<file path="src/rtl/partida_pkg.sv">
// Shared definitions for the game-round controller: state encoding,
// the debug code for unencoded states and the round-counter ceiling.
package partida_pkg;

    typedef enum logic [4:0] {
        INICIAL       = 5'd0,
        RESETA_TUDO   = 5'd1,
        PREPARA_JOGO  = 5'd2,
        ARMAZENA_JOGO = 5'd3,
        PREPARA_NOITE = 5'd4,
        VEZ_NOITE     = 5'd5,
        PROXIMO_NOITE = 5'd6,
        PREPARA_DIA   = 5'd7,
        VOTACAO       = 5'd8,
        PROXIMO_VOTO  = 5'd9,
        APURA         = 5'd10,
        FIM_JOGO      = 5'd11
    } estado_t;

    // Reported on db_estado when the state register holds an unused code
    localparam logic [4:0] ESTADO_ERRO = 5'b11111;

    // Night counter stops here instead of wrapping
    localparam logic [3:0] RODADA_MAX = 4'd15;

    // True in the two states where a player's turn is running
    function automatic logic em_turno(input estado_t e);
        return (e == VEZ_NOITE) || (e == VOTACAO);
    endfunction

    // True for every code that names a real state
    function automatic logic estado_valido(input estado_t e);
        return e <= FIM_JOGO;
    endfunction

endpackage

</file>
<file path="src/rtl/contador_m.sv">
// Modulus-M counter with synchronous clear and enable; fim flags the last
// count so the caller can detect the end of a sequence without a compare.
module contador_m #(
    parameter int M = 8,
    parameter int W = 3
) (
    input  logic         clock,
    input  logic         reset,
    input  logic         clear,
    input  logic         enable,
    output logic [W-1:0] count,
    output logic         fim
);

    localparam logic [W-1:0] ULTIMO = W'(M - 1);

    logic [W-1:0] count_reg;

    // Count up while enabled, wrapping to zero after the last value
    always_ff @(posedge clock) begin
        if (reset || clear) begin
            count_reg <= '0;
        end else if (enable) begin
            count_reg <= (count_reg == ULTIMO) ? '0 : count_reg + 1'b1;
        end
    end

    assign count = count_reg;
    assign fim   = (count_reg == ULTIMO);

endmodule

</file>
<file path="src/rtl/unidade_controle_partida.sv">
// Control unit for one match: setup, night turns, day voting and tally.
// Turn length is bounded by a timer; a registered flag remembers whether
// each turn ended by the player passing or by the timer running out.
module unidade_controle_partida
    import partida_pkg::*;
#(
    parameter int N_JOGADORES = 8,
    parameter int T_LIMITE    = 1000,
    localparam int W_JOG      = (N_JOGADORES > 2) ? $clog2(N_JOGADORES) : 1,
    localparam int W_T        = $clog2(T_LIMITE)
) (
    input  logic             clock,
    input  logic             reset,
    input  logic             jogar,
    input  logic             passa,
    input  logic             fim_jogo,
    output logic             rst_global,
    output logic             zera_CS,
    output logic             e_seed_reg,
    output logic             noite,
    output logic             e_voto,
    output logic             e_apura,
    output logic             timeout,
    output logic [W_JOG-1:0] jogador_atual,
    output logic [3:0]       rodada,
    output logic [4:0]       db_estado
);

    estado_t        estado_reg;
    estado_t        estado_next;
    logic [W_T-1:0] timer_count;
    logic           timer_fim;
    logic           jog_fim;
    logic           passou_reg;
    logic [3:0]     rodada_reg;

    // Turn timer: runs only while a turn is in progress. Clearing on the
    // next state keeps it at zero in every other state, including the
    // PROXIMO_* state right after a turn.
    contador_m #(
        .M (T_LIMITE),
        .W (W_T)
    ) u_timer (
        .clock  (clock),
        .reset  (reset),
        .clear  (!em_turno(estado_next)),
        .enable (em_turno(estado_reg)),
        .count  (timer_count),
        .fim    (timer_fim)
    );

    // Player index: advances once per PROXIMO_* visit. After the last
    // player it wraps to 0, so day setup and tally already see player 0.
    contador_m #(
        .M (N_JOGADORES),
        .W (W_JOG)
    ) u_jogador (
        .clock  (clock),
        .reset  (reset),
        .clear  ((estado_reg == PREPARA_NOITE) || (estado_reg == PREPARA_DIA)
                 || (estado_reg == RESETA_TUDO)),
        .enable ((estado_reg == PROXIMO_NOITE) || (estado_reg == PROXIMO_VOTO)),
        .count  (jogador_atual),
        .fim    (jog_fim)
    );

    // State register
    always_ff @(posedge clock) begin
        if (reset) begin
            estado_reg <= INICIAL;
        end else begin
            estado_reg <= estado_next;
        end
    end

    // Next-state logic; passa wins over timer expiry simply because either
    // one exits the turn and the flag below records which it was.
    always_comb begin
        estado_next = estado_reg;
        case (estado_reg)
            INICIAL:       if (jogar) estado_next = RESETA_TUDO;
            RESETA_TUDO:   estado_next = PREPARA_JOGO;
            PREPARA_JOGO:  if (passa) estado_next = ARMAZENA_JOGO;
            ARMAZENA_JOGO: estado_next = PREPARA_NOITE;
            PREPARA_NOITE: estado_next = VEZ_NOITE;
            VEZ_NOITE:     if (passa || timer_fim) estado_next = PROXIMO_NOITE;
            PROXIMO_NOITE: estado_next = jog_fim ? PREPARA_DIA : VEZ_NOITE;
            PREPARA_DIA:   estado_next = VOTACAO;
            VOTACAO:       if (passa || timer_fim) estado_next = PROXIMO_VOTO;
            PROXIMO_VOTO:  estado_next = jog_fim ? APURA : VOTACAO;
            APURA:         estado_next = fim_jogo ? FIM_JOGO : PREPARA_NOITE;
            FIM_JOGO:      if (jogar) estado_next = RESETA_TUDO;
            default:       estado_next = INICIAL;
        endcase
    end

    // Pass flag: sampled every turn cycle, so on the exit cycle it holds
    // whether the exit was a pass (1) or a timer expiry (0)
    always_ff @(posedge clock) begin
        if (reset) begin
            passou_reg <= 1'b0;
        end else if (em_turno(estado_reg)) begin
            passou_reg <= passa;
        end
    end

    // Night counter: one step per tally that does not end the match,
    // saturating; a new match starts again from zero
    always_ff @(posedge clock) begin
        if (reset || (estado_reg == RESETA_TUDO)) begin
            rodada_reg <= 4'd0;
        end else if ((estado_reg == APURA) && !fim_jogo && (rodada_reg != RODADA_MAX)) begin
            rodada_reg <= rodada_reg + 4'd1;
        end
    end

    assign rodada = rodada_reg;

    // Moore output decodes of the current state
    always_comb begin
        rst_global = (estado_reg == INICIAL) || (estado_reg == RESETA_TUDO);
        zera_CS    = rst_global;
        e_seed_reg = (estado_reg == ARMAZENA_JOGO);
        noite      = (estado_reg == PREPARA_NOITE) || (estado_reg == VEZ_NOITE)
                     || (estado_reg == PROXIMO_NOITE);
        e_apura    = (estado_reg == APURA);
        e_voto     = (estado_reg == PROXIMO_VOTO) && passou_reg;
        timeout    = ((estado_reg == PROXIMO_NOITE) || (estado_reg == PROXIMO_VOTO))
                     && !passou_reg;
        db_estado  = estado_valido(estado_reg) ? 5'(estado_reg) : ESTADO_ERRO;
    end

endmodule

</file>
<file path="config.mk">
export PLATFORM = sky130hd
export DESIGN_NAME = unidade_controle_partida
export DESIGN_NICKNAME = d
export VERILOG_FILES = /design/src/rtl/partida_pkg.sv /design/src/rtl/contador_m.sv /design/src/rtl/unidade_controle_partida.sv
export SDC_FILE = /design/constraint.sdc
export NUM_CORES = 1
export LEC_CHECK = 0
export BUFFER_PORTS_ARGS = -buffer_cell sky130_fd_sc_hd__clkbuf_2
export CAP_MARGIN = 15
export CORE_ASPECT_RATIO = 0.8
export CORE_MARGIN = 4
export CORE_UTILIZATION = 55
export DETAILED_ROUTE_END_ITERATION = 8
export PLACE_DENSITY = 0.78
export SLEW_MARGIN = 20
export SYNTH_ARGS = -nofsm -noshare
export SYNTH_HDL_FRONTEND = slang
export SYNTH_SLANG_ARGS = --single-unit
</file>
<file path="constraint.sdc">
create_clock -name clock -period 3.5 [get_ports clock]
set_input_delay 0.175 -clock clock [delete_from_list [all_inputs] [get_ports clock]]
set_output_delay 0.175 -clock clock [all_outputs]
set_load 0.01 [all_outputs]
</file>
# ---- Word-level counts from Yosys, hierarchy flattened
# Cells that the tools add are included.
dict set report totals {
  regBits 23
  out_inout_bits 19
}
dict set report op_classes {
  n_addsub 3
  n_lt_le_gt_ge 1
  n_eq_ne 16
  n_mux 11
  n_reduce_logical 21
}
# op n
set ops {}
lappend ops {{one-hot mux 5 bit (11 select lines)} 1}
lappend ops {{equality test 5 x 3 -> 1 bit (second input constant)} 5}
lappend ops {{equality test 5 x 4 -> 1 bit (second input constant)} 5}
lappend ops {{two-way mux 5 bit} 5}
lappend ops {{logical OR 1 bit} 12}
lappend ops {{adder 10 x 1 -> 10 bit (second input constant)} 1}
lappend ops {{equality test 10 bit (second input constant)} 1}
lappend ops {{equality test 5 x 2 -> 1 bit (second input constant)} 2}
lappend ops {{two-way mux 10 bit} 1}
lappend ops {{equality test 5 x 1 -> 1 bit (second input constant)} 1}
lappend ops {{less-or-equal comparator 5 x 4 -> 1 bit (second input constant)} 1}
lappend ops {{zero test 5 bit} 1}
lappend ops {{adder 4 x 1 -> 4 bit (second input constant)} 1}
lappend ops {{logical AND 1 bit} 4}
lappend ops {{two-way mux 2 bit} 2}
lappend ops {{two-way mux 4 bit} 1}
lappend ops {{!= test 4 bit (second input constant)} 1}
lappend ops {{adder 3 x 1 -> 3 bit (second input constant)} 1}
lappend ops {{equality test 3 bit (second input constant)} 1}
lappend ops {{zero test 1 bit} 3}
lappend ops {{two-way mux 3 bit} 1}
lappend ops {{OR reduction 2 bit} 1}

# ---- Logic depth before layout (Yosys ltp)
dict set report depth {
  ltp_word 8
  depth_mapped 7
}

# ---- Hierarchy
# A second synthesis with hierarchy kept.
dict set report hier_totals {
  cells_unflattened 158
  area_unflattened_um2 1396.3
}
# mod instances cells_per_inst area_per_inst_um2 seq_area_each_um2
set modules_own_cells {}
lappend modules_own_cells {unidade_controle_partida 1 93 749.5 200.2}
lappend modules_own_cells {{contador_m at u_timer} 1 52 498.0 200.2}
lappend modules_own_cells {{contador_m at u_jogador} 1 13 148.9 60.1}

# ---- Worst setup path after synthesis
# OpenSTA, ideal clock, no wires.
dict set report synth_timing {
  path_kind {register -> register}
  from {register u_jogador.count_reg[0] (netlist: u_jogador.count[0])}
  to {register u_timer.count_reg[1] (netlist: u_timer.count[1])}
  setup_time_ns 0.096
  arrival_ns 1.831
  required_ns 3.404
  setup_slack_ns 1.573
  stages_incl_launch_ff 8
  n_path_buf 0
  path_cell_list {dfxtp_1 ha_1 ha_1 or2b_1 a32o_1 a21oi_1 nand3b_1 a221oi_1}
}
dict set report synth_between {
  elab_chain_cells 7
}
# element line
set synth_rtl {}
lappend synth_rtl {{from (decl)} contador_m.sv:17} ;# logic [W-1:0] count_reg;
lappend synth_rtl {{from (signal assigned)} contador_m.sv:24} ;# count_reg <= (count_reg == ULTIMO) ? '0 : count_reg + 1'b1;
lappend synth_rtl {{equality test 3 bit *} contador_m.sv:29} ;# assign fim = (count_reg == ULTIMO);
lappend synth_rtl {{two-way mux 2 bit (on tied branches)} {unidade_controle_partida.sv:90, unidade_controle_partida.sv:87}}
lappend synth_rtl {{one-hot mux 5 bit (11 select lines) *} unidade_controle_partida.sv:80} ;# case (estado_reg)
lappend synth_rtl {{equality test 5 x 3 -> 1 bit or equality test 5 x 4 -> 1 bit (tied branches)} partida_pkg.sv:28} ;# return (e == VEZ_NOITE) || (e == VOTACAO);
lappend synth_rtl {{logical OR 1 bit *} partida_pkg.sv:28}
lappend synth_rtl {{zero test 1 bit *} unidade_controle_partida.sv:46} ;# .clear (!em_turno(estado_next)),
lappend synth_rtl {{logical OR 1 bit *} contador_m.sv:21} ;# if (reset || clear) begin
lappend synth_rtl {{to (signal assigned)} contador_m.sv:24}
lappend synth_rtl {{to (decl)} contador_m.sv:17}
# Every way passes the cells marked *; elsewhere a longest branch is shown, timed or not.
# A chain may end at the register's enable or synchronous reset.

# ---- Final worst setup path
dict set report layout_timing {
  from {register estado_reg[0]}
  to {register u_timer.count_reg[1] (netlist: u_timer.count[1])}
}
dict set report layout_between {
  elab_chain_cells 7
}
# element line
set layout_rtl {}
lappend layout_rtl {{from (decl)} unidade_controle_partida.sv:29} ;# estado_t estado_reg;
lappend layout_rtl {{from (signal assigned)} unidade_controle_partida.sv:72} ;# estado_reg <= estado_next;
lappend layout_rtl {{equality test 5 x 4 -> 1 bit or zero test 5 bit (tied branches)} unidade_controle_partida.sv:80}
lappend layout_rtl {{OR reduction 2 bit (no line)} -}
lappend layout_rtl {{one-hot mux 5 bit (11 select lines)} unidade_controle_partida.sv:80}
lappend layout_rtl {{equality test 5 x 3 -> 1 bit or equality test 5 x 4 -> 1 bit (tied branches)} partida_pkg.sv:28}
lappend layout_rtl {{logical OR 1 bit} partida_pkg.sv:28}
lappend layout_rtl {{zero test 1 bit} unidade_controle_partida.sv:46}
lappend layout_rtl {{logical OR 1 bit} contador_m.sv:21}
# Several ways; a longest one is shown, not always the timed one.

==> flow_metrics.env <==
export IMPL_status="finished clean"
export IMPL_wl_met3_um=237
export IMPL_synth_top_area_frac=0.3239
export IMPL_cts_sinks=23
export IMPL_rsz0062_at_grt="no"
export IMPL_synth_seq_cells=23
export IMPL_max_clock_path_buffers=2
export IMPL_critPathMaxFanout=23
export IMPL_clk_latency_ns=0.33
export IMPL_synth_area_um2=1421
export IMPL_antenna_found_initial=0
export IMPL_placed_area_um2=1548
export IMPL_fin_util=0.6397
export IMPL_wl_um=3188
export IMPL_fmaxAchievable_ghz=0.3963
export IMPL_setup_ws_ns=0.9764
export IMPL_ant_nets=0
export IMPL_die_h_um=53.47
export IMPL_postSynth_asyncResetShare=0
export IMPL_worstPathArrival_ns=2.74
export IMPL_syn2layout_area_growth_pct=10.83
export IMPL_syn_num_nets=186
export IMPL_multi_input_area_um2=908.4
export IMPL_power_total_uw=422.7
export IMPL_die_area_um2=3467
export IMPL_synth_edf_count=0
export IMPL_ctsHoldBuffers=0
export IMPL_tritoncts="built"
export IMPL_die_x_um=64.84
export IMPL_hold_class="in -> reg"
export IMPL_power_density_nw_per_um2=268.3
export IMPL_synthTopCellsByCount="23 x dfxtp_1, 19 x nor2_1, 12 x a21oi_1"
export IMPL_fin_skew_ns=0.02162
export IMPL_cts_buffers=3
export IMPL_leakage_uw=0.0005917
export IMPL_cp_top_family="simple AND/OR/NAND/NOR gates"
export IMPL_yosysMostFrequentCell="dfxtp_1"
export IMPL_largest_reg_flops=10
export IMPL_critPathBufInv=0
export IMPL_drt_iter0_markers=118
export IMPL_critPathSlowestCell="dfxtp_1"
export IMPL_ys_warn_count=0
export IMPL_synth_distinct_cells=50
export IMPL_routed_via_count=1392
export IMPL_top_layer_used="met4"
export IMPL_portBuffers=23
export IMPL_path_cells="nor3b_1 -> and2_1 -> a221oi_1 -> nand3_1 -> a221oi_1"
export IMPL_grt_pass1_wl_um=5609
export IMPL_grt_pass1_vias=1290
export IMPL_tightest_slew_ns=0.9496
export IMPL_met1_length_um=1480
export IMPL_fin_setup_tns_ns=0
export IMPL_htreeDepth=1
export IMPL_clk_transition_reported_paths_ns=0.14
export IMPL_grt_overflow_total=0
export IMPL_nets=206
export IMPL_post_drt_via_cell_ratio=6.000
export IMPL_worst_path_most_repeated_cell="a221oi_1"
export IMPL_core_um2=2462
export IMPL_drc=0
export IMPL_worst_ir_drop_vdd_mv=0.2611
export IMPL_first_pass_iters=4
export IMPL_antenna_cells=0
export IMPL_cp_start_kind="flip-flop"
export IMPL_crit_required_ns=3.71
export IMPL_ys_seq_area_frac=0.3239
export IMPL_hold_viol=0
export IMPL_finalSetupViolations=0
export IMPL_grt_max_degree=24
export IMPL_start_util=0.5772
export IMPL_avgSynthCellArea_um2=8.030
export IMPL_max_slew_margin_rel=0.3669
export IMPL_r2r_setup_slack_ns=0.98
export IMPL_critPathMaxStageDelay_ns=0.80
export IMPL_wl_met2_um=1405
export IMPL_endpoint_kind="flip-flop"
export IMPL_finalWorstPathRequiredPeriod_ns=2.524
export IMPL_design_area_um2=1575
export IMPL_grt_util_all_layers=0.2074
export IMPL_cts_resized=0
export IMPL_clockRootBuffer="clkbuf_4"
export IMPL_syn_inst=177
export IMPL_nFillCells=219
export IMPL_final_max_slew_viol_count=0
export IMPL_synth_area_top_cells="dfxtp_1 32%, nor2_1 5.0%, a21oi_1 4.2%"
export IMPL_avgRoutedWirePerCell_um=13.74
export IMPL_seq_area_um2=460.4
export IMPL_yosysTopAreaCell="dfxtp_1"
export IMPL_fin_crit_sh=0.7210
export IMPL_place_congestion=0.8610
export IMPL_post_place_ws_ns=1.019
export IMPL_ios=24
export IMPL_final_layout_size_suffix_gt1_frac=0.1633
export IMPL_synth_main_ff_cell="dfxtp_1"
export IMPL_post_dp_hpwl_um=2288
export IMPL_maxCapViolCount=0
export IMPL_path_class="reg -> reg"
export IMPL_post_cts_buffers=0
export IMPL_placement_rows=16
-- kinds of logic (layout without fill, tap and decap cells) --
logic type / Yosys count / after routing / share of synthesized area
AOI/OAI and AO/OA: 42 / 42 / 0.1963
other: 1 / 1 / 0.002638
buffers and inverters: 13 / 32 / 0.03698
adders and majority gates: 4 / 4 / 0.03521
xor gates and xnor gates: 9 / 9 / 0.05545
DFF: 23 / 23 / 0.3239
muxes: 4 / 4 / 0.02905
and+or+nand+nor: 81 / 81 / 0.3204
-- power by group --
part	leakage, µW	switching [µW]	internal (µW)	total [µW]
combinational	0.000388	17.0	11.7	28.7
sequential	0.000186	4.63	263	268
clock	0.0000177	83.6	42.8	126
total	0.000592	105	317	423
-- routing by layer --
| metal | GRT usage | vias up |
|---|---|---|
| met5 | 0 | - |
| met2 | 0.3362 | 54 |
| met3 | 0.05308 | 10 |
| met4 | 0.08772 | 0 |
| li1 | - | 691 |
| met1 | 0.2614 | 637 |
-- cell type report --
| type | count | area share |
|---|---|---|
| clock buffer | 3 | 0.01430 |
| clock inverter | 1 | 0.003177 |
| inverter | 5 | 0.01191 |
| multi-input combinational | 141 | 0.5766 |
| sequential | 23 | 0.2923 |
| tap | 36 | 0.02859 |
| timing repair buffer | 23 | 0.07307 |
-- cells in the final DEF, fill, tap and decap left out, types with 3 or more instances in the layout --
master / count
dfxtp_1: 23
clkbuf_2: 23
nor2_1: 19
a21oi_1: 12
nand2_1: 11
nand3_1: 10
a211oi_1: 8
o21ai_0: 7
nor2b_1: 6
nor3_1: 6
inv_1: 5
xor2_1: 5
xnor2_1: 4
ha_1: 4
and4b_1: 3
mux2i_1: 3
nand3b_1: 3
nand4_1: 3
clkbuf_4: 3
-- stage by stage --
stage	hold slack, ns	instances
after floorplan	0.2441	177
after global placement	0.4123	228
after detailed placement	0.4162	228
after CTS	0.06785	232
after global routing	0.07558	232
final	0.07333	232
-- final timing paths --
kind                                               start  cells after the start                       endpoint
worst max-delay path            estado_reg[0]$_SDFF_PP0_                      5  u_timer.count[1]$_SDFFE_PP0P_
worst min-delay path                               reset                      2        passou_reg$_SDFFE_PP0P_
worst min register to register   passou_reg$_SDFFE_PP0P_                      2        passou_reg$_SDFFE_PP0P_
worst max register to register  estado_reg[0]$_SDFF_PP0_                      5  u_timer.count[1]$_SDFFE_PP0P_
Note: power is estimated with default switching activity, not from simulation.
